===== src/rtl/bus_ram_pkg.sv =====
// Shared constants and FSM state encoding for the bus-attached RAM.
package bus_ram_pkg;

    localparam int DEF_DATA_W = 16;
    localparam int DEF_ADDR_W = 8;
    localparam int DEF_WAIT   = 0;
    localparam int WCNT_W     = 4;

    typedef enum logic [1:0] {
        S_IDLE   = 2'd0,
        S_WAIT   = 2'd1,
        S_ACCESS = 2'd2,
        S_CLEAR  = 2'd3
    } state_e;

endpackage


===== src/rtl/bus_ram_array.sv =====
// Word storage with byte-lane write enables and a registered read port.
module bus_ram_array
    import bus_ram_pkg::*;
#(
    parameter int DATA_W = DEF_DATA_W,
    parameter int ADDR_W = DEF_ADDR_W
) (
    input  logic              clk_i,
    input  logic              rst_i,
    input  logic              we_i,
    input  logic              re_i,
    input  logic [ADDR_W-1:0] addr_i,
    input  logic [DATA_W-1:0] wdata_i,
    input  logic [DATA_W/8-1:0] be_i,
    output logic [DATA_W-1:0] rdata_o
);

    localparam int          DEPTH = 1 << ADDR_W;
    localparam int unsigned NB    = DATA_W / 8;

    logic [DATA_W-1:0] mem_q [DEPTH];
    logic [DATA_W-1:0] rdata_q;

    // Contents are deliberately not reset.
    always_ff @(posedge clk_i) begin
        if (we_i) begin
            for (int unsigned i = 0; i < NB; i++) begin
                if (be_i[i]) begin
                    mem_q[addr_i][8*i +: 8] <= wdata_i[8*i +: 8];
                end
            end
        end
    end

    always_ff @(posedge clk_i) begin
        if (rst_i) begin
            rdata_q <= '0;
        end else if (re_i) begin
            rdata_q <= mem_q[addr_i];
        end
    end

    assign rdata_o = rdata_q;

endmodule


===== src/rtl/bus_ram.sv =====
// Bus-facing RAM controller: request latching, wait states, array clear and ack.
module bus_ram
    import bus_ram_pkg::*;
#(
    parameter int DATA_W = DEF_DATA_W,
    parameter int ADDR_W = DEF_ADDR_W,
    parameter int WAIT   = DEF_WAIT
) (
    input  logic                clk,
    input  logic                rst,
    input  logic                cs,
    input  logic                req,
    input  logic                we,
    input  logic [ADDR_W-1:0]   addr,
    input  logic [DATA_W-1:0]   din,
    input  logic [DATA_W/8-1:0] be,
    input  logic                clr,
    output logic [DATA_W-1:0]   dout,
    output logic                ack,
    output logic                busy
);

    localparam logic [WCNT_W-1:0] WAIT_LOAD = (WAIT > 0) ? WCNT_W'(WAIT - 1) : '0;

    state_e                state_q;
    logic [WCNT_W-1:0]     wcnt_q;
    logic [ADDR_W-1:0]     ccnt_q;
    logic                  ack_q;
    logic                  lat_we_q;
    logic [ADDR_W-1:0]     lat_addr_q;
    logic [DATA_W-1:0]     lat_din_q;
    logic [DATA_W/8-1:0]   lat_be_q;

    logic                  mem_we;
    logic                  mem_re;
    logic [ADDR_W-1:0]     mem_addr;
    logic [DATA_W-1:0]     mem_wdata;
    logic [DATA_W/8-1:0]   mem_be;

    always_ff @(posedge clk) begin
        if (rst) begin
            state_q    <= S_IDLE;
            wcnt_q     <= '0;
            ccnt_q     <= '0;
            ack_q      <= 1'b0;
            lat_we_q   <= 1'b0;
            lat_addr_q <= '0;
            lat_din_q  <= '0;
            lat_be_q   <= '0;
        end else begin
            ack_q <= 1'b0;
            case (state_q)
                S_IDLE: begin
                    if (clr) begin
                        state_q <= S_CLEAR;
                        ccnt_q  <= '0;
                    end else if (cs && req) begin
                        lat_we_q   <= we;
                        lat_addr_q <= addr;
                        lat_din_q  <= din;
                        lat_be_q   <= be;
                        if (WAIT > 0) begin
                            state_q <= S_WAIT;
                            wcnt_q  <= WAIT_LOAD;
                        end else begin
                            state_q <= S_ACCESS;
                        end
                    end
                end
                S_WAIT: begin
                    if (wcnt_q == '0) begin
                        state_q <= S_ACCESS;
                    end else begin
                        wcnt_q <= wcnt_q - 1'b1;
                    end
                end
                S_ACCESS: begin
                    ack_q   <= 1'b1;
                    state_q <= S_IDLE;
                end
                S_CLEAR: begin
                    if (ccnt_q == '1) begin
                        ccnt_q  <= '0;
                        state_q <= S_IDLE;
                    end else begin
                        ccnt_q <= ccnt_q + 1'b1;
                    end
                end
                default: state_q <= S_IDLE;
            endcase
        end
    end

    // Reset blocks the array port so an aborted access or clear leaves memory untouched.
    always_comb begin
        mem_we    = 1'b0;
        mem_re    = 1'b0;
        mem_addr  = lat_addr_q;
        mem_wdata = lat_din_q;
        mem_be    = lat_be_q;
        if (!rst) begin
            case (state_q)
                S_ACCESS: begin
                    mem_we = lat_we_q;
                    mem_re = !lat_we_q;
                end
                S_CLEAR: begin
                    mem_we    = 1'b1;
                    mem_addr  = ccnt_q;
                    mem_wdata = '0;
                    mem_be    = '1;
                end
                default: ;
            endcase
        end
    end

    bus_ram_array #(
        .DATA_W (DATA_W),
        .ADDR_W (ADDR_W)
    ) u_array (
        .clk_i   (clk),
        .rst_i   (rst),
        .we_i    (mem_we),
        .re_i    (mem_re),
        .addr_i  (mem_addr),
        .wdata_i (mem_wdata),
        .be_i    (mem_be),
        .rdata_o (dout)
    );

    assign ack  = ack_q;
    assign busy = (state_q != S_IDLE);

endmodule


===== config.mk =====
export PLATFORM = sky130hd
export DESIGN_NAME = bus_ram
export DESIGN_NICKNAME = d
export VERILOG_FILES = /design/src/rtl/bus_ram_pkg.sv /design/src/rtl/bus_ram_array.sv /design/src/rtl/bus_ram.sv
export SDC_FILE = /design/constraint.sdc
export NUM_CORES = 2
export LEC_CHECK = 0
export BUFFER_PORTS_ARGS = -buffer_cell sky130_fd_sc_hd__buf_2
export CORE_MARGIN = 2
export CORE_UTILIZATION = 30
export CTS_BUF_LIST = sky130_fd_sc_hd__clkbuf_4
export CTS_CLUSTER_SIZE = 12
export DETAILED_ROUTE_END_ITERATION = 10
export GPL_ROUTABILITY_DRIVEN = 0
export MAX_ROUTING_LAYER = met4
export PLACE_DENSITY = 0.47
export SYNTH_ARGS = -nofsm -noshare
export SYNTH_HDL_FRONTEND = slang
export SYNTH_HIERARCHICAL = 1
export SYNTH_SLANG_ARGS = --single-unit

===== constraint.sdc =====
create_clock -name clk -period 7.35 [get_ports clk]
set_input_delay 1.1025 -clock clk [delete_from_list [all_inputs] [get_ports clk]]
set_output_delay 1.1025 -clock clk [all_outputs]
set_load 0.02 [all_outputs]

==> impl_results.md <==
- H-tree levels: 7
- Final Max Slew Viols: 0
- Crit path kind: reg -> reg
- CTS clk-pin slew, worst paths: 0.07 ns
- Ys async rst share: 0%
- Setup_tns: 0 ns
- Max Cap Viol: 0
- Synth unique cells: 78
- Critical-path cell list: nand2_1, nor2_1, nand2_1, nand2_4, buf_12, buf_12, buf_4, mux4_2, mux2i_1, o22ai_1, nor2_1, o22ai_1, a211oi_1, o2bb2ai_1
- Number of synthesized flops with an enable pin: 4096
- Crit. Startpoint: state_q[0]
- Core ar.: 537000 µm²
- Final ANT Viol Nets: 0
- All-Layer GR Usage: 17.8%
- Leak pwr: 61.6 nW
- DRC: 0
- Clock power share: 41.2%
- R2r endpoint: u_array/rdata_o[11]
- CP required: 8.90 ns
- Setup violations, final: 0
- Pint: 0.0365 W
- Pin count of the biggest net entering global routing: 201
- Fill count: 50900
- Most common cell after layout, fill and taps aside: edfxtp_1
- Syn Area/Cell: 21.3 µm²
- Pwr dens: 253 nW/µm²
- Maximum fanout along the worst path: 28
- TritonCTS buffer count: 1144
- Worst Skew: 0.119 ns
- Hold Path Origin: req
- Die footprint: 546000 µm²
- RSZ-0062 raised after global routing: false
- Routed WL per cell: 28.9 µm
- Sequential power share: 55.4%
- Fmax: 171 MHz
- YS warnings: 6
- Core Util, Final: 34.5%
- Clk sink count: 4154
- Status: completed
- Routed WL: 478 mm
- CTS root buffer: clkbuf_4
- Reg-to-Reg Start: state_q[0]
- Post-Syn Area: 162000 µm²
- Synth Register Bits: 4154
- Max Buffers Root-to-Sink: 5
- Final Critical Period: 5.85 ns
- Initial antenna violation count: 38
- Vias in the first global route: 87300
- Worst-Margin Slew: 1.44 ns
- Register-to-Register Path Depth: 14
- Starting DRT DRC Count: 9083
- Clock Latency Late Sink: 1.72 ns
- Setup crit end kind: flip-flop
- Logic pwr share: 3.4%
- Vias per cell: 5.08
- DP Cell Count: 14600
- Share of post-route cells with drive strength above 1: 33.1%
- Die width: 739 µm
- Seq/Total Area, Yosys: 76.7%
- Area delta synth->final: 14.4%
- Crit path max-delay cell type: dfxtp_1
- Syn_nets: 7628
- Final Cycle Share: 79.6%
- Post-CTS Resized: 0
- Slew HR: 4.16%
- GRT overflow: 0
- Fin. Hold Viols: 0
- Post-DP HPWL: 289 mm
- Starting Density: 30.2%
- Drt pass-1 iters: 6
- Total number of vias: 84000
- Ports: 50
- Fin nets: 8733
- Die height: 739 µm
- First-pass GRT wire length: 669 mm
- Setup Buffers After CTS: 0
- CTS tree: built
- Hold EP: state_q[1]
- Cell count after synthesis: 7594
- VDD IR max: 0.000157 V
- R2R setup slack: 1.50 ns
- Net load switching power: 0.0104 W
- Startpoint type of the worst setup path: flip-flop
- Hold-critical path depth: 4
- Main flop type after synthesis: edfxtp_1
- Row cnt: 269
- Layout Cells excl Fill: 16600
- Commonest non-fill, non-tap cells in the layout: edfxtp_1 (4096), clkbuf_4 (1604), mux4_2 (971)
- Switching Fraction: 22.2%
- HP Class: in -> reg
- Max stage delay on crit path: 0.73 ns
- Critical Path AT: 7.39 ns
- # port buffers: 49
-- per-stage QoR --
step / hold WS (ns) / cell area, µm² / setup slack (ns) / power (W)
3_3_place_gp: 0.455 / 171000 / 1.03 / 0.0280
6_report: 0.462 / 185000 / 1.50 / 0.0468
2_1_floorplan: 0.431 / 162000 / 1.36 / 0.0274
3_5_place_dp: 0.457 / 171000 / 1.07 / 0.0280
4_1_cts: 0.164 / 185000 / 1.37 / 0.0475
5_1_grt: 0.265 / 185000 / 1.13 / 0.0487
-- area by class of cell --
class	instances	area [µm²]	area share [%]
multi-input cells	2967	35200	19.0
diodes	34	85.1	0.0459
flip-flops and latches	4154	124000	67.0
clock buffers	1604	12000	6.50
well taps	7181	8980	4.85
repair buffers	425	4040	2.18
clock inverters	179	800	0.431
inverters	7	26.3	0.0142
-- state kept, by name, summed over array words and instances (netlist names) --
register and flops:
lat_be_q 2, lat_we_q 1, lat_addr_q 8, wcnt_q 4, state_q 2, u_array/rdata_o 16
lat_din_q 16, ccnt_q 8, ack 1, u_array/mem_q 4096
-- how the worst max path moves through the flow --
stage	slack, ns	end	depth (start not counted)
5_1_grt	1.13	u_array/rdata_o[11]	14
3_3_place_gp	1.03	u_array/rdata_o[11]	14
6_report	1.50	u_array/rdata_o[11]	14
4_1_cts	1.37	u_array/rdata_o[11]	14
2_1_floorplan	1.36	u_array/mem_q[0][13]	4
3_5_place_dp	1.07	u_array/rdata_o[11]	14
-- Yosys cell counts (all sizes together), types with 58 or more instances --
library cell | number | share of area, %
o22ai | 113 | 0.44
edfxtp | 4096 | 76
nor2 | 623 | 1.4
a22oi | 112 | 0.52
dfxtp | 58 | 0.72
buf | 268 | 1.3
mux4 | 1004 | 14
clkbuf | 197 | 0.47
a21oi | 68 | 0.21
nand3 | 101 | 0.32
nand2 | 182 | 0.42
mux2i | 351 | 2.2
-- routing by layer --
layer / part of all wire [%] / routed length [µm] / track usage, % / up-vias
li1: - / - / - / 34600
met1: 43 / 206000 / 23.6 / 45400
met2: 48 / 231000 / 27.7 / 3445
met3: 6.6 / 31600 / 3.47 / 630
met4: 1.9 / 9270 / 5.79 / 0
met5: 0 / 0 / - / -
-- worst max-delay path, delay by kind of cell, from the launching register on --
family	cells	cell delay, ns
multiplexers	2	0.83
buffers and inverters	3	0.85
flip-flops	1	0.73
AND/OR/NAND/NOR	5	2.04
AO/OA/AOI/OAI	4	1.12
-- cell families after synthesis --
family | share of synthesized area [%]
flops | 76.7
mux | 16.6
simple gates | 2.71
compound gates | 2.21
buf+inv | 1.80
xor+xnor | 0.0108
fa+ha+maj | 0.0154
-- repair_timing --
| item | CTS | global route |
|---|---|---|
| hold endpoints to repair | 45 | 0 |
| endpoints found under the setup margin | 0 | 0 |
| hold buffers | 97 | 0 |
-- power groups by stage --
stage / clock (W) / sequential, W / combinational, W
floorplan: 0 / 0.0265 / 0.000883
global placement: 0 / 0.0265 / 0.00157
detailed placement: 0 / 0.0265 / 0.00159
CTS: 0.0200 / 0.0259 / 0.00162
global route: 0.0211 / 0.0259 / 0.00168
finish: 0.0193 / 0.0260 / 0.00160
Note: power is estimated with default switching activity, not from simulation.
